[config.mk]
export PLATFORM = sky130hd
export DESIGN_NAME = oam_dma_ctrl_flat
export DESIGN_NICKNAME = d
export VERILOG_FILES = /design/src/rtl/oam_dma_ctrl_if.sv /design/src/rtl/oam_dma_ctrl.sv /design/src/flat_wrapper.sv
export SDC_FILE = /design/constraint.sdc
export NUM_CORES = 1
export LEC_CHECK = 0
export ABC_AREA = 1
export BUFFER_PORTS_ARGS = -buffer_cell sky130_fd_sc_hd__buf_2
export CORE_MARGIN = 10
export CORE_UTILIZATION = 34
export DETAILED_ROUTE_END_ITERATION = 8
export PLACE_DENSITY_LB_ADDON = 0.15
export SYNTH_ARGS = -nofsm -noshare
export SYNTH_HDL_FRONTEND = slang
export SYNTH_SLANG_ARGS = --single-unit
[constraint.sdc]
create_clock -name clk -period 2.35 [get_ports clk]
set_input_delay 0.47 -clock clk [delete_from_list [all_inputs] [get_ports clk]]
set_output_delay 0.47 -clock clk [all_outputs]
set_load 0.005 [all_outputs]
[src/rtl/oam_dma_ctrl_if.sv]
// ---------------------------------------------------------------------------
// oam_dma_ctrl_if
// Bundles the OAM DMA controller's CPU, source-bus and OAM write signals.
//   CPU side    : cpu_sel, cpu_wr, cpu_di (to DMA); cpu_do, busy, cpu_block,
//                 block_do (from DMA)
//   Source bus  : src_rd, src_addr (from DMA); src_data (to DMA)
//   OAM port    : oam_wr, oam_addr, oam_data (from DMA)
// Modports: master = bus/system side, slave = the DMA controller.
// ---------------------------------------------------------------------------
interface oam_dma_ctrl_if;
  logic        cpu_sel;
  logic        cpu_wr;
  logic [7:0]  cpu_di;
  logic [7:0]  cpu_do;
  logic        busy;
  logic        cpu_block;
  logic [7:0]  block_do;
  logic        src_rd;
  logic [15:0] src_addr;
  logic [7:0]  src_data;
  logic        oam_wr;
  logic [7:0]  oam_addr;
  logic [7:0]  oam_data;

  modport master (
    output cpu_sel, cpu_wr, cpu_di, src_data,
    input  cpu_do, busy, cpu_block, block_do, src_rd, src_addr,
           oam_wr, oam_addr, oam_data
  );

  modport slave (
    input  cpu_sel, cpu_wr, cpu_di, src_data,
    output cpu_do, busy, cpu_block, block_do, src_rd, src_addr,
           oam_wr, oam_addr, oam_data
  );
endinterface

[src/rtl/oam_dma_ctrl.sv]
// ---------------------------------------------------------------------------
// oam_dma_ctrl
// DMG OAM DMA sequencer. A write to $FF46 copies LEN bytes from page XX00
// into OAM, one byte every CPB clocks, after START_DELAY idle clocks.
// Ports:
//   clk    : system clock
//   reset  : asynchronous, active-high reset
//   bus    : oam_dma_ctrl_if.slave (CPU strobe/data, source bus, OAM port)
// Optional build macro:
//   OAM_DMA_CONFLICT_EN - block_do tracks the byte being DMA'd (bus conflict);
//                         otherwise block_do is constant 8'hFF.
//
// state | meaning
// IDLE  | no transfer, CPU owns the bus
// DELAY | START_DELAY clocks after a trigger, CPU not yet blocked
// XFER  | LEN slots of CPB clocks: read source, then write OAM
// ---------------------------------------------------------------------------
module oam_dma_ctrl #(
  parameter int LEN         = 160,
  parameter int CPB         = 4,
  parameter int START_DELAY = 4
) (
  input  logic            clk,
  input  logic            reset,
  oam_dma_ctrl_if.slave   bus
);

  localparam int SW = (CPB > 2) ? $clog2(CPB) : 1;
  localparam int DW = (START_DELAY > 2) ? $clog2(START_DELAY) : 1;

  typedef enum logic [1:0] {
    S_IDLE  = 2'd0,
    S_DELAY = 2'd1,
    S_XFER  = 2'd2
  } state_t;

  state_t          state_q, state_d;
  logic [DW-1:0]   dly_q, dly_d;
  logic [SW-1:0]   slot_q, slot_d;
  logic [7:0]      idx_q, idx_d;
  logic [7:0]      page_q;
  logic [7:0]      oam_data_q;
  logic            strobe_q;

  logic            trig;
  logic            in_xfer;
  logic            slot_first;
  logic            slot_data;
  logic            slot_last;
  logic            idx_last;
  logic [7:0]      eff_page;

  // Edge detect so a strobe held over several clocks starts only one copy.
  assign trig       = bus.cpu_sel && bus.cpu_wr && !strobe_q;
  assign in_xfer    = (state_q == S_XFER);
  assign slot_first = (slot_q == '0);
  assign slot_data  = (slot_q == SW'(1));
  assign slot_last  = (slot_q == SW'(CPB - 1));
  assign idx_last   = (idx_q == 8'(LEN - 1));

  // Echo RAM pages $E0-$FF fold down onto $C0-$DF.
  assign eff_page = (page_q >= 8'hE0) ? (page_q - 8'h20) : page_q;

  always_comb begin
    state_d = state_q;
    dly_d   = dly_q;
    slot_d  = slot_q;
    idx_d   = idx_q;
    case (state_q)
      S_IDLE: ;
      S_DELAY: begin
        if (dly_q == '0) begin
          state_d = S_XFER;
          slot_d  = '0;
          idx_d   = 8'h00;
        end else begin
          dly_d = dly_q - DW'(1);
        end
      end
      S_XFER: begin
        if (slot_last) begin
          slot_d = '0;
          if (idx_last) begin
            state_d = S_IDLE;
            idx_d   = 8'h00;
          end else begin
            idx_d = idx_q + 8'h01;
          end
        end else begin
          slot_d = slot_q + SW'(1);
        end
      end
      default: state_d = S_IDLE;
    endcase
    // A new trigger always wins: restart from DELAY with the new page.
    if (trig) begin
      state_d = S_DELAY;
      dly_d   = DW'(START_DELAY - 1);
      slot_d  = '0;
      idx_d   = 8'h00;
    end
  end

  always_ff @(posedge clk or posedge reset) begin
    if (reset) begin
      state_q    <= S_IDLE;
      dly_q      <= '0;
      slot_q     <= '0;
      idx_q      <= 8'h00;
      page_q     <= 8'h00;
      oam_data_q <= 8'h00;
      strobe_q   <= 1'b0;
    end else begin
      state_q  <= state_d;
      dly_q    <= dly_d;
      slot_q   <= slot_d;
      idx_q    <= idx_d;
      strobe_q <= bus.cpu_sel && bus.cpu_wr;
      if (trig)
        page_q <= bus.cpu_di;
      if (in_xfer && slot_data)
        oam_data_q <= bus.src_data;
    end
  end

  assign bus.busy      = (state_q != S_IDLE);
  assign bus.cpu_block = in_xfer;
  assign bus.cpu_do    = page_q;
  assign bus.src_rd    = in_xfer && slot_first;
  assign bus.src_addr  = bus.src_rd ? {eff_page, idx_q} : 16'h0000;
  assign bus.oam_wr    = in_xfer && slot_last;
  assign bus.oam_addr  = idx_q;
  // Bypass the capture register on slot clock 1 so CPB == 2 still writes
  // the freshly read byte.
  assign bus.oam_data  = (in_xfer && slot_data) ? bus.src_data : oam_data_q;

`ifdef OAM_DMA_CONFLICT_EN
  logic [7:0] block_do_q;

  always_ff @(posedge clk or posedge reset) begin
    if (reset)
      block_do_q <= 8'hFF;
    else if (in_xfer && slot_data)
      block_do_q <= bus.src_data;
  end

  assign bus.block_do = block_do_q;
`else
  assign bus.block_do = 8'hFF;
`endif

endmodule

[src/flat_wrapper.sv]
// flat-port wrapper written by rule: the top's interface ports become plain ports
module oam_dma_ctrl_flat 
#(
  parameter int LEN         = 160,
  parameter int CPB         = 4,
  parameter int START_DELAY = 4
)
  (clk, reset, bus_cpu_sel, bus_cpu_wr, bus_cpu_di, bus_src_data, bus_cpu_do, bus_busy, bus_cpu_block, bus_block_do, bus_src_rd, bus_src_addr, bus_oam_wr, bus_oam_addr, bus_oam_data);
  oam_dma_ctrl_if bus_i ();
  input  logic clk;
  input  logic reset;
  input wire logic [$bits(bus_i.cpu_sel)-1:0] bus_cpu_sel;
  input wire logic [$bits(bus_i.cpu_wr)-1:0] bus_cpu_wr;
  input wire logic [$bits(bus_i.cpu_di)-1:0] bus_cpu_di;
  input wire logic [$bits(bus_i.src_data)-1:0] bus_src_data;
  output wire logic [$bits(bus_i.cpu_do)-1:0] bus_cpu_do;
  output wire logic [$bits(bus_i.busy)-1:0] bus_busy;
  output wire logic [$bits(bus_i.cpu_block)-1:0] bus_cpu_block;
  output wire logic [$bits(bus_i.block_do)-1:0] bus_block_do;
  output wire logic [$bits(bus_i.src_rd)-1:0] bus_src_rd;
  output wire logic [$bits(bus_i.src_addr)-1:0] bus_src_addr;
  output wire logic [$bits(bus_i.oam_wr)-1:0] bus_oam_wr;
  output wire logic [$bits(bus_i.oam_addr)-1:0] bus_oam_addr;
  output wire logic [$bits(bus_i.oam_data)-1:0] bus_oam_data;
  assign bus_i.cpu_sel = bus_cpu_sel;
  assign bus_i.cpu_wr = bus_cpu_wr;
  assign bus_i.cpu_di = bus_cpu_di;
  assign bus_i.src_data = bus_src_data;
  assign bus_cpu_do = bus_i.cpu_do;
  assign bus_busy = bus_i.busy;
  assign bus_cpu_block = bus_i.cpu_block;
  assign bus_block_do = bus_i.block_do;
  assign bus_src_rd = bus_i.src_rd;
  assign bus_src_addr = bus_i.src_addr;
  assign bus_oam_wr = bus_i.oam_wr;
  assign bus_oam_addr = bus_i.oam_addr;
  assign bus_oam_data = bus_i.oam_data;
  oam_dma_ctrl #(.LEN(LEN), .CPB(CPB), .START_DELAY(START_DELAY)) u_core (.clk(clk), .reset(reset), .bus(bus_i));
endmodule
---- Word-level counts from Yosys, hierarchy flattened ----
Cells that the tools add are included.
storage, ports and cells
  register bits ........................... 31
  input bits .............................. 20
  output and inout port bits .............. 52
  word-level logic and storage cells ...... 58
cells by class
  add/sub/neg operators ................... 4
  magnitude comparators ................... 1
  eq/ne operators ......................... 10
  muxes and demuxes ....................... 20
  reductions and logical operators ........ 16
operators with widths
  kind                                                                   count
  8-bit two-way mux                                                      6
  2-bit two-way mux                                                      10
  16-bit two-way mux                                                     1
  8-bit one-hot mux with 2 select lines                                  1
  8-bit by 1-bit adder with 8-bit output, second input constant          1
  8-bit equality test, second input constant                             1
  8-bit >= comparator, second input constant                             1
  8-bit by 6-bit subtractor with 8-bit output, second input constant     1
  2-bit logical NOT                                                      3
  3-bit by 2-bit != test with 1-bit output, second input constant        2
  2-bit one-hot mux with 3 select lines                                  1
  1-bit logical AND                                                      5
  2-bit by 1-bit equality test with 1-bit output, second input constant  2
  2-bit equality test, second input constant                             2
  2-bit by 1-bit != test with 1-bit output, second input constant        2
  2-bit one-hot mux with 2 select lines                                  1
  2-bit AND reduction                                                    2
  4-bit AND reduction                                                    1
  2-bit nonzero test                                                     2
  3-bit by 1-bit != test with 1-bit output, second input constant        1
  3-bit AND reduction                                                    1
  3-bit nonzero test                                                     1
  2-bit by 1-bit adder with 2-bit output, second input constant          1
  2-bit by 1-bit subtractor with 2-bit output, second input constant     1
  1-bit logical NOT                                                      1

---- Logic depth before layout (Yosys ltp) ----
Gate-level depths: netlist (run 1).
  word-level depth ........................ 5
  gate-level depth with buffers ........... 8
  mapped depth without buffers ............ 8

---- Worst setup path after synthesis (run 1) ----
Ideal clock, no wire load.
  kind .................................... reg2out
  from .................................... register u_core.slot_q[0]
  to ...................................... output port bus_oam_data[0]
  arrival ................................. 1.107 ns
  data required time ...................... 1.880 ns
  slack ................................... 0.773 ns
  stages on the path, launching flop included .. 4
  buffers on the path ..................... 0
  cells stage by stage .................... dfrtp_1 > ha_1 > nand2_2 > mux2_2
between the ends
  cells in the longest elaborated chain, start to end .. 3
RTL lines
  what                                            line                 text
  start, declared                                 oam_dma_ctrl.sv:39   logic [SW-1:0] slot_q, slot_d;
  start signal, assigned                          oam_dma_ctrl.sv:116  slot_q <= slot_d;
  2-bit by 1-bit equality test with 1-bit output  oam_dma_ctrl.sv:57   assign slot_data = (slot_q == SW'(1));
  1-bit logical AND                               oam_dma_ctrl.sv:135  assign bus.oam_data = (in_xfer && slot_data) ? bus.src_data : oam_data_q;
  8-bit two-way mux                               oam_dma_ctrl.sv:135
  end, declared                                   flat_wrapper.sv:24   output wire logic [$bits(bus_i.oam_data)-1:0] bus_oam_data;
No other way between the ends.

---- Final worst setup path (run 1) ----
  from .................................... register u_core.state_q[0]
  to ...................................... output port bus_src_addr[2]
between the ends
  cells in the longest elaborated chain, start to end .. 3
RTL lines
  what                    line                 text
  start, declared         oam_dma_ctrl.sv:37   state_t state_q, state_d;
  start signal, assigned  oam_dma_ctrl.sv:114  state_q <= state_d;
  2-bit equality test     oam_dma_ctrl.sv:55   assign in_xfer = (state_q == S_XFER);
  1-bit logical AND       oam_dma_ctrl.sv:129  assign bus.src_rd = in_xfer && slot_first;
  16-bit two-way mux      oam_dma_ctrl.sv:130  assign bus.src_addr = bus.src_rd ? {eff_page, idx_q} : 16'h0000;
  end, declared           flat_wrapper.sv:21   output wire logic [$bits(bus_i.src_addr)-1:0] bus_src_addr;
No other way between the ends.

==> results of run 1 <==
-- worst register-to-register path, stage by stage, from the launching register on --
cell,delay (ns)
dfrtp_1,0.45
ha_1,0.27
inv_1,0.09
nor2_2,0.19
nand3_1,0.19
nand3_1,0.14
nor2_1,0.06
nand2_1,0.06
o21ai_1,0.06
-- logic make-up after synthesis --
kind of cell    share of synthesized area
compound gates                     0.0780
fa+ha+maj                          0.0437
buf+inv                             0.130
flops                               0.452
mux                                0.0525
other cells                       0.00218
simple gates                        0.241
-- registers in the layout (all words and copies together), names as in the netlist --
register / cells
u_core.state_q: 2
u_core.oam_data_q: 8
u_core.bus.cpu_do: 8
u_core.bus.oam_addr: 8
u_core.slot_q: 2
u_core.dly_q: 2
u_core.strobe_q: 1
-- Yosys cell counts, types with 2 or more instances --
cell / count / share of area
ha_1: 6 / 0.044
nor2_1: 26 / 0.057
nand3_2: 3 / 0.017
a311oi_1: 2 / 0.010
inv_1: 32 / 0.070
mux2_2: 8 / 0.052
nand3_1: 12 / 0.035
o21ai_0: 12 / 0.035
inv_2: 2 / 0.0044
nand2_2: 3 / 0.011
dfrtp_1: 31 / 0.45
nand2_1: 41 / 0.090
o21ai_1: 3 / 0.0087
a21oi_1: 2 / 0.0058
buf_4: 8 / 0.035
buf_2: 2 / 0.0058
nand4_1: 3 / 0.011
-- through the flow --
step,setup WS (ns),total power [mW]
after floorplan,0.773,1.30
final,0.288,2.01
after global routing,0.104,2.19
after CTS,0.252,2.06
after global placement,0.586,1.61
after detailed placement,0.561,1.62
-- cells in the final DEF (no fill, tap or decap) --
cell type	Yosys	layout
buf_2	2	63
nand2_1	41	41
inv_1	32	32
dfrtp_1	31	31
nor2_1	26	26
nand3_1	12	12
o21ai_0	12	12
mux2_2	8	8
conb_1	1	8
ha_1	6	6
clkbuf_8	0	6
nand3_2	3	3
nand2_2	3	3
o21ai_1	3	3
nand4_1	3	3
inv_2	2	2
a21oi_1	2	2
a311oi_1	2	2
buf_4	8	2
nand2_4	1	1
inv_4	1	1
a22o_1	1	1
nor2_2	1	1
nand3_4	1	1
clkinv_4	1	1
a211oi_1	1	1
a21oi_2	1	1
a31oi_1	1	1
clkinv_2	0	1
-- path summary, 6_finish.rpt --
path,cells after the start,end,slack (ns),start
min in group clk,3,u_core.bus.cpu_do[2],0.40,bus_cpu_di[2]
setup reg to reg,8,u_core.bus.oam_addr[0],0.73,u_core.bus.oam_addr[0]
hold / removal,3,u_core.oam_data_q[2],0.26,reset
setup / recovery,7,bus_src_addr[2],0.29,u_core.state_q[0]
hold reg to reg,1,u_core.oam_data_q[2],0.49,u_core.oam_data_q[2]
max in group asynchronous,3,u_core.bus.oam_addr[6],1.80,reset
-- per-layer routing --
layer,track usage,part of all wire,vias up
met1,0.126,0.47,654
met3,0.0502,0.092,5
met4,0.0274,0.0064,0
li1,-,-,771
met5,0,0,-
met2,0.162,0.43,58
-- where the power goes --
part	internal (mW)	switching, mW	leakage (nW)
logic	0.344	0.481	0.771
registers	0.682	0.0831	0.387
clock network	0.230	0.194	0.0470
total	1.26	0.758	1.20
-- layout make-up --
class	instances	area, µm²	area share
multi-input combinational	136	743	0.344
inverter	36	143	0.0659
sequential	31	776	0.359
clock buffer	6	82.6	0.0382
clock inverter	1	5.00	0.00231
tap	67	83.8	0.0388
timing repair buffer	65	330	0.153
==> results.py, run 1 <==
metrics = {
    "outcome": {
        "status": "complete, no violations",
    },
    "placed_design": {
        "placed_cell_area_mm2": 0.00208,
        "io_buffers": 63,
        "dp.cells": 335,
        "hpwl_mm": 3.35,
        "gp_congestion": 0.808,
    },
    "timing": {
        "rsz0062_at_grt": "false",
        "fin_crit_sh": 0.878,
        "finalMaxSlewViolations": 0,
        "setup_violations": 0,
        "skew_ns": 0.00475,
        "fin_crit_ns": 2.06,
        "final-hold-violation-count": 0,
        "fmax_mhz": 485,
        "setup-tns-final_ns": 0,
        "hold_slack_ns": 0.260,
    },
    "final_layout": {
        "fin_util": 0.449,
        "syn2layout_area_growth_pct": 26.0,
        "n_antenna_cell": 0,
        "final_cell_area_mm2": 0.00216,
        "final_cells": 342,
        "final_nets": 301,
        "drive_above_1_share": 0.342,
        "fill_cells": 505,
    },
    "floorplanning": {
        "start_util": 0.356,
        "dieArea_mm2": 0.00829,
        "die_h_um": 91.1,
        "rows": 25,
        "pin_count": 72,
        "die_w_um": 91.1,
        "fp.coreArea_mm2": 0.00482,
    },
    "synth": {
        "synth_area_per_cell_um2": 8.29,
        "synth_ff_type": "dfrtp_1",
        "synth_edf_count": 0,
        "synth-seq-cells": 31,
        "synthCells": 207,
        "synth_cell_type_count": 28,
        "synth_area_mm2": 0.00172,
        "synthArstFlopShare": 1.00,
        "ys_seq_area_frac": 0.452,
        "ys_warn_count": 0,
    },
    "setup_path": {
        "worstSetupPathType": "flop to primary output",
        "cp-end-kind": "primary output",
        "critical_path.max_fanout": 11,
        "crit_chain": "inv_2, nand2_4, inv_4, nand2_1, buf_4, nor2_1, buf_2",
        "critPathBufInv": 4,
        "crit_required_ns": 1.88,
        "crit_family": "buffers and inverters",
        "arrival_ns": 1.59,
        "slowest_stage": "dfrtp_1",
        "critPathLaunchType": "flop",
        "slowest_delay_ns": 0.40,
    },
    "global_routing": {
        "overflow": 0,
        "groute.usage.overall": 0.104,
        "antenna_found_initial": 0,
        "first_global_vias": 1587,
        "grt_max_degree": 32,
        "grt_pass1_wl_mm": 7.33,
    },
    "power": {
        "max-vdd-ir-drop_uv": 443,
        "p_leak_nw": 1.20,
        "powerDensity_mw_per_mm2": 931,
    },
    "clock_tree": {
        "cts.clk_slew.worst_paths_ns": 0.07,
        "cts_setup_buffers": 0,
        "cts_tree": "built",
        "clock-sinks": 31,
        "cts_root_buffer": "clkbuf_8",
        "cts_buffers": 5,
        "clk_path_buf_depth": 2,
        "ctsHoldBuffers": 0,
        "clk-insertion-delay-late_ns": 0.28,
        "cts_max_level": 2,
        "post_cts_resized": 0,
    },
    "detailed_routing": {
        "route.detailed.drc": 0,
        "wl_per_cell_um": 12.4,
        "drt-total-wl_mm": 4.25,
        "ant_nets": 0,
        "routed_via_density": 4.35,
        "via_count": 1488,
        "drtIter0Drc": 77,
        "firstDrtPassIters": 4,
    },
    "job": {
        "cap_viol_max_count": 0,
    },
    "worst_hold_path": {
        "hold_path_class": "input pin to async pin",
    },
}
(Power assumes the default switching activity.)
==> inputs of run 2 (changes only) <==
--- a/config.mk
+++ b/config.mk
@@ -5,8 +5,7 @@
 export SDC_FILE = /design/constraint.sdc
 export NUM_CORES = 1
 export LEC_CHECK = 0
-export ABC_AREA = 1
-export BUFFER_PORTS_ARGS = -buffer_cell sky130_fd_sc_hd__buf_2
+export BUFFER_PORTS_ARGS = -buffer_cell sky130_fd_sc_hd__buf_4
 export CORE_MARGIN = 10
 export CORE_UTILIZATION = 34
 export DETAILED_ROUTE_END_ITERATION = 8
==> run 2 against run 1 <==
Final cell count down 15%. Count of clock-buffer cells in the layout is the same. Cell area increased by 3.4%. Maximum frequency shrank 6.1%. Critical path depth fell by 3. Sequential power fell by 1%. Critical endpoint is now bus_oam_data[1]. Largest cell class unchanged. Highest routed layer unchanged.
==> results.py, run 2 <==
metrics = {
    "clock_tree": {
        "clk_path_buf_depth": 2,
        "cts_setup_buffers": 0,
        "cts_tree": "built",
        "cts_root_buffer": "clkbuf_8",
        "cts.clk_slew.worst_paths_ns": 0.06,
        "cts_buffers": 5,
        "ctsHoldBuffers": 0,
        "clock-sinks": 31,
        "post_cts_resized": 0,
        "cts_max_level": 2,
        "clk-insertion-delay-late_ns": 0.28,
    },
    "floorplanning": {
        "die_w_um": 89.6,
        "dieArea_mm2": 0.00802,
        "pin_count": 72,
        "rows": 25,
        "start_util": 0.351,
        "die_h_um": 89.6,
        "fp.coreArea_mm2": 0.00469,
    },
    "placed_design": {
        "gp_congestion": 0.718,
        "hpwl_mm": 3.31,
        "placed_cell_area_mm2": 0.00215,
        "dpl_worst_slack_ns": 0.433,
        "io_buffers": 63,
    },
    "power": {
        "sw_frac_of_total": 0.325,
        "p_leak_nw": 1.22,
        "p_clk_frac": 0.225,
        "powerDensity_mw_per_mm2": 834,
        "finalPower_mw": 1.86,
        "p_switching_mw": 0.606,
        "combPwrFrac": 0.370,
        "p_int_mw": 1.26,
        "max-vdd-ir-drop_uv": 431,
        "seqPwrFrac": 0.405,
    },
    "timing": {
        "rsz0062_at_grt": "false",
        "fin_crit_sh": 0.935,
        "fin_ws_ns": 0.152,
        "fin_crit_ns": 2.20,
        "setup_violations": 0,
        "final-hold-violation-count": 0,
        "fmax_mhz": 455,
        "finalMaxSlewViolations": 0,
        "skew_ns": 0.00508,
        "setup-tns-final_ns": 0,
    },
    "synth": {
        "synth_top_area_frac": 0.471,
        "synth_commonest_cells": "dfrtp_1 (31), nand2_1 (29), and3_1 (18)",
        "synthMuxAreaShare": 0.0548,
        "synth-xor-area-share": 0.0213,
        "ys_warn_count": 0,
        "yosysMostFrequentCell": "dfrtp_1",
        "synth-compound-area-share": 0.0852,
        "synth_ff_type": "dfrtp_1",
        "synth_top_family_by_area": "simple AND/OR/NAND/NOR gates",
        "synth_area_per_cell_um2": 9.62,
        "synth_cell_type_count": 36,
        "synth-seq-cells": 31,
        "synth_edf_count": 0,
        "synthArstFlopShare": 1.00,
        "synthCells": 171,
        "yosysTopAreaCell": "dfrtp_1",
        "synthTopCellsByArea": "dfrtp_1 (47%), and3_1 (6.8%), nand2_1 (6.6%)",
        "ys_seq_area_frac": 0.471,
        "synthSimpleGateAreaFrac": 0.241,
        "synth_fa_ha_area_frac": 0.0456,
        "synth_area_mm2": 0.00165,
    },
    "setup_path": {
        "critPathLaunchType": "flop",
        "r2r_start": "u_core.state_q[1]",
        "cp-end-kind": "primary output",
        "reg2regPathDepth": 7,
        "crit_chain": "ha_1, nand2_1, mux2_2, buf_4",
        "reg2reg_to": "u_core.bus.oam_addr[7]",
        "critical_path.max_fanout": 8,
        "slowest_stage": "dfrtp_1",
        "arrival_ns": 1.73,
        "slowest_delay_ns": 0.42,
        "crit_required_ns": 1.88,
        "crit_family": "flip-flops",
        "r2r_slack_ns": 0.65,
        "critPathBufInv": 1,
        "worstSetupPathType": "flop to primary output",
    },
    "global_routing": {
        "antenna_found_initial": 0,
        "grt_max_degree": 32,
        "grt_pass1_wl_mm": 6.96,
        "overflow": 0,
        "groute.usage.overall": 0.113,
        "first_global_vias": 1414,
    },
    "final_layout": {
        "fin_util": 0.477,
        "fill_cells": 457,
        "final_cell_area_mm2": 0.00224,
        "syn2layout_area_growth_pct": 35.9,
        "n_antenna_cell": 0,
        "final_common_cell": "buf_4",
        "ff_latch_area_um2": 776,
        "multiInputGateArea_um2": 767,
        "final_nets": 263,
        "final_cell_mix": "buf_4 (66), dfrtp_1 (31), nand2_1 (29)",
        "drive_above_1_share": 0.359,
    },
    "outcome": {
        "status": "complete, no violations",
    },
    "job": {
        "cap_viol_max_count": 0,
    },
    "detailed_routing": {
        "wl_per_cell_um": 15.1,
        "routed_via_density": 4.84,
        "ant_nets": 0,
        "drtIter0Drc": 28,
        "route.detailed.drc": 0,
        "firstDrtPassIters": 5,
        "via_count": 1407,
        "drt-total-wl_mm": 4.39,
    },
    "worst_hold_path": {
        "hold_path_class": "input pin to async pin",
    },
}
[run 2: cell types whose count changed in the layout (fill, tap and decap cells not counted), sizes merged, moves of 3 or more]
cell   change
and2       +3
and3      +18
inv       -26
nand2     -15
nand3     -11
nor2      -18
o21ai      -9
or3        +3
xor2       +3
[run 2: power groups by stage]
| stage | registers [mW] | logic [mW] | clock network, mW |
|---|---|---|---|
| after floorplan | 0.744 | 0.397 | 0 |
| after global placement | 0.759 | 0.696 | 0 |
| after detailed placement | 0.764 | 0.705 | 0 |
| after CTS | 0.755 | 0.707 | 0.437 |
| after global routing | 0.772 | 0.780 | 0.469 |
| final | 0.754 | 0.690 | 0.420 |
[run 2: per-layer routing]
layer / GRT usage / vias to the layer above / part of all wire
met5: 0 / - / 0
met1: 0.133 / 652 / 0.43
met3: 0.0556 / 4 / 0.10
met4: 0.0347 / 0 / 0.0087
li1: - / 691 / -
met2: 0.176 / 60 / 0.46
[run 2: cell type report]
class / count / area share
sequential: 31 / 0.347
multi-input combinational: 123 / 0.343
timing repair buffer: 66 / 0.222
clock buffer: 6 / 0.0369
tap: 54 / 0.0302
inverter: 10 / 0.0190
clock inverter: 1 / 0.00224
[run 2: cell families after synthesis]
family / Yosys count
muxes: 8
xor gates and xnor gates: 4
AOI/OAI and AO/OA: 20
DFF: 31
and+or+nand+nor: 77
adders and majority gates: 6
other: 1
buffers and inverters: 24
[run 2: through the flow]
stage	std cells	hold WS (ns)
final	291	0.269
after detailed placement	284	0.484
after global placement	284	0.479
after floorplan	178	0.479
after CTS	291	0.280
after global routing	291	0.305
[run 2: worst max-delay path by stage]
stage	start	to	slack, ns	cells after the start
2_1_floorplan	u_core.slot_q[0]	bus_oam_data[0]	0.71	3
3_3_place_gp	u_core.slot_q[0]	bus_oam_data[2]	0.46	4
3_5_place_dp	u_core.slot_q[0]	bus_oam_data[0]	0.43	4
4_1_cts	u_core.slot_q[0]	bus_oam_data[0]	0.12	4
5_1_grt	u_core.slot_q[0]	bus_src_addr[13]	0.0008	5
6_report	u_core.slot_q[0]	bus_oam_data[1]	0.15	4
[run 2: worst register-to-register path: cells and delay by family (launching register included)]
kind | cells | cell delay, ns
buffers and inverters | 2 | 0.33
DFF | 1 | 0.43
AOI/OAI and AO/OA | 2 | 0.23
and+or+nand+nor | 3 | 0.63
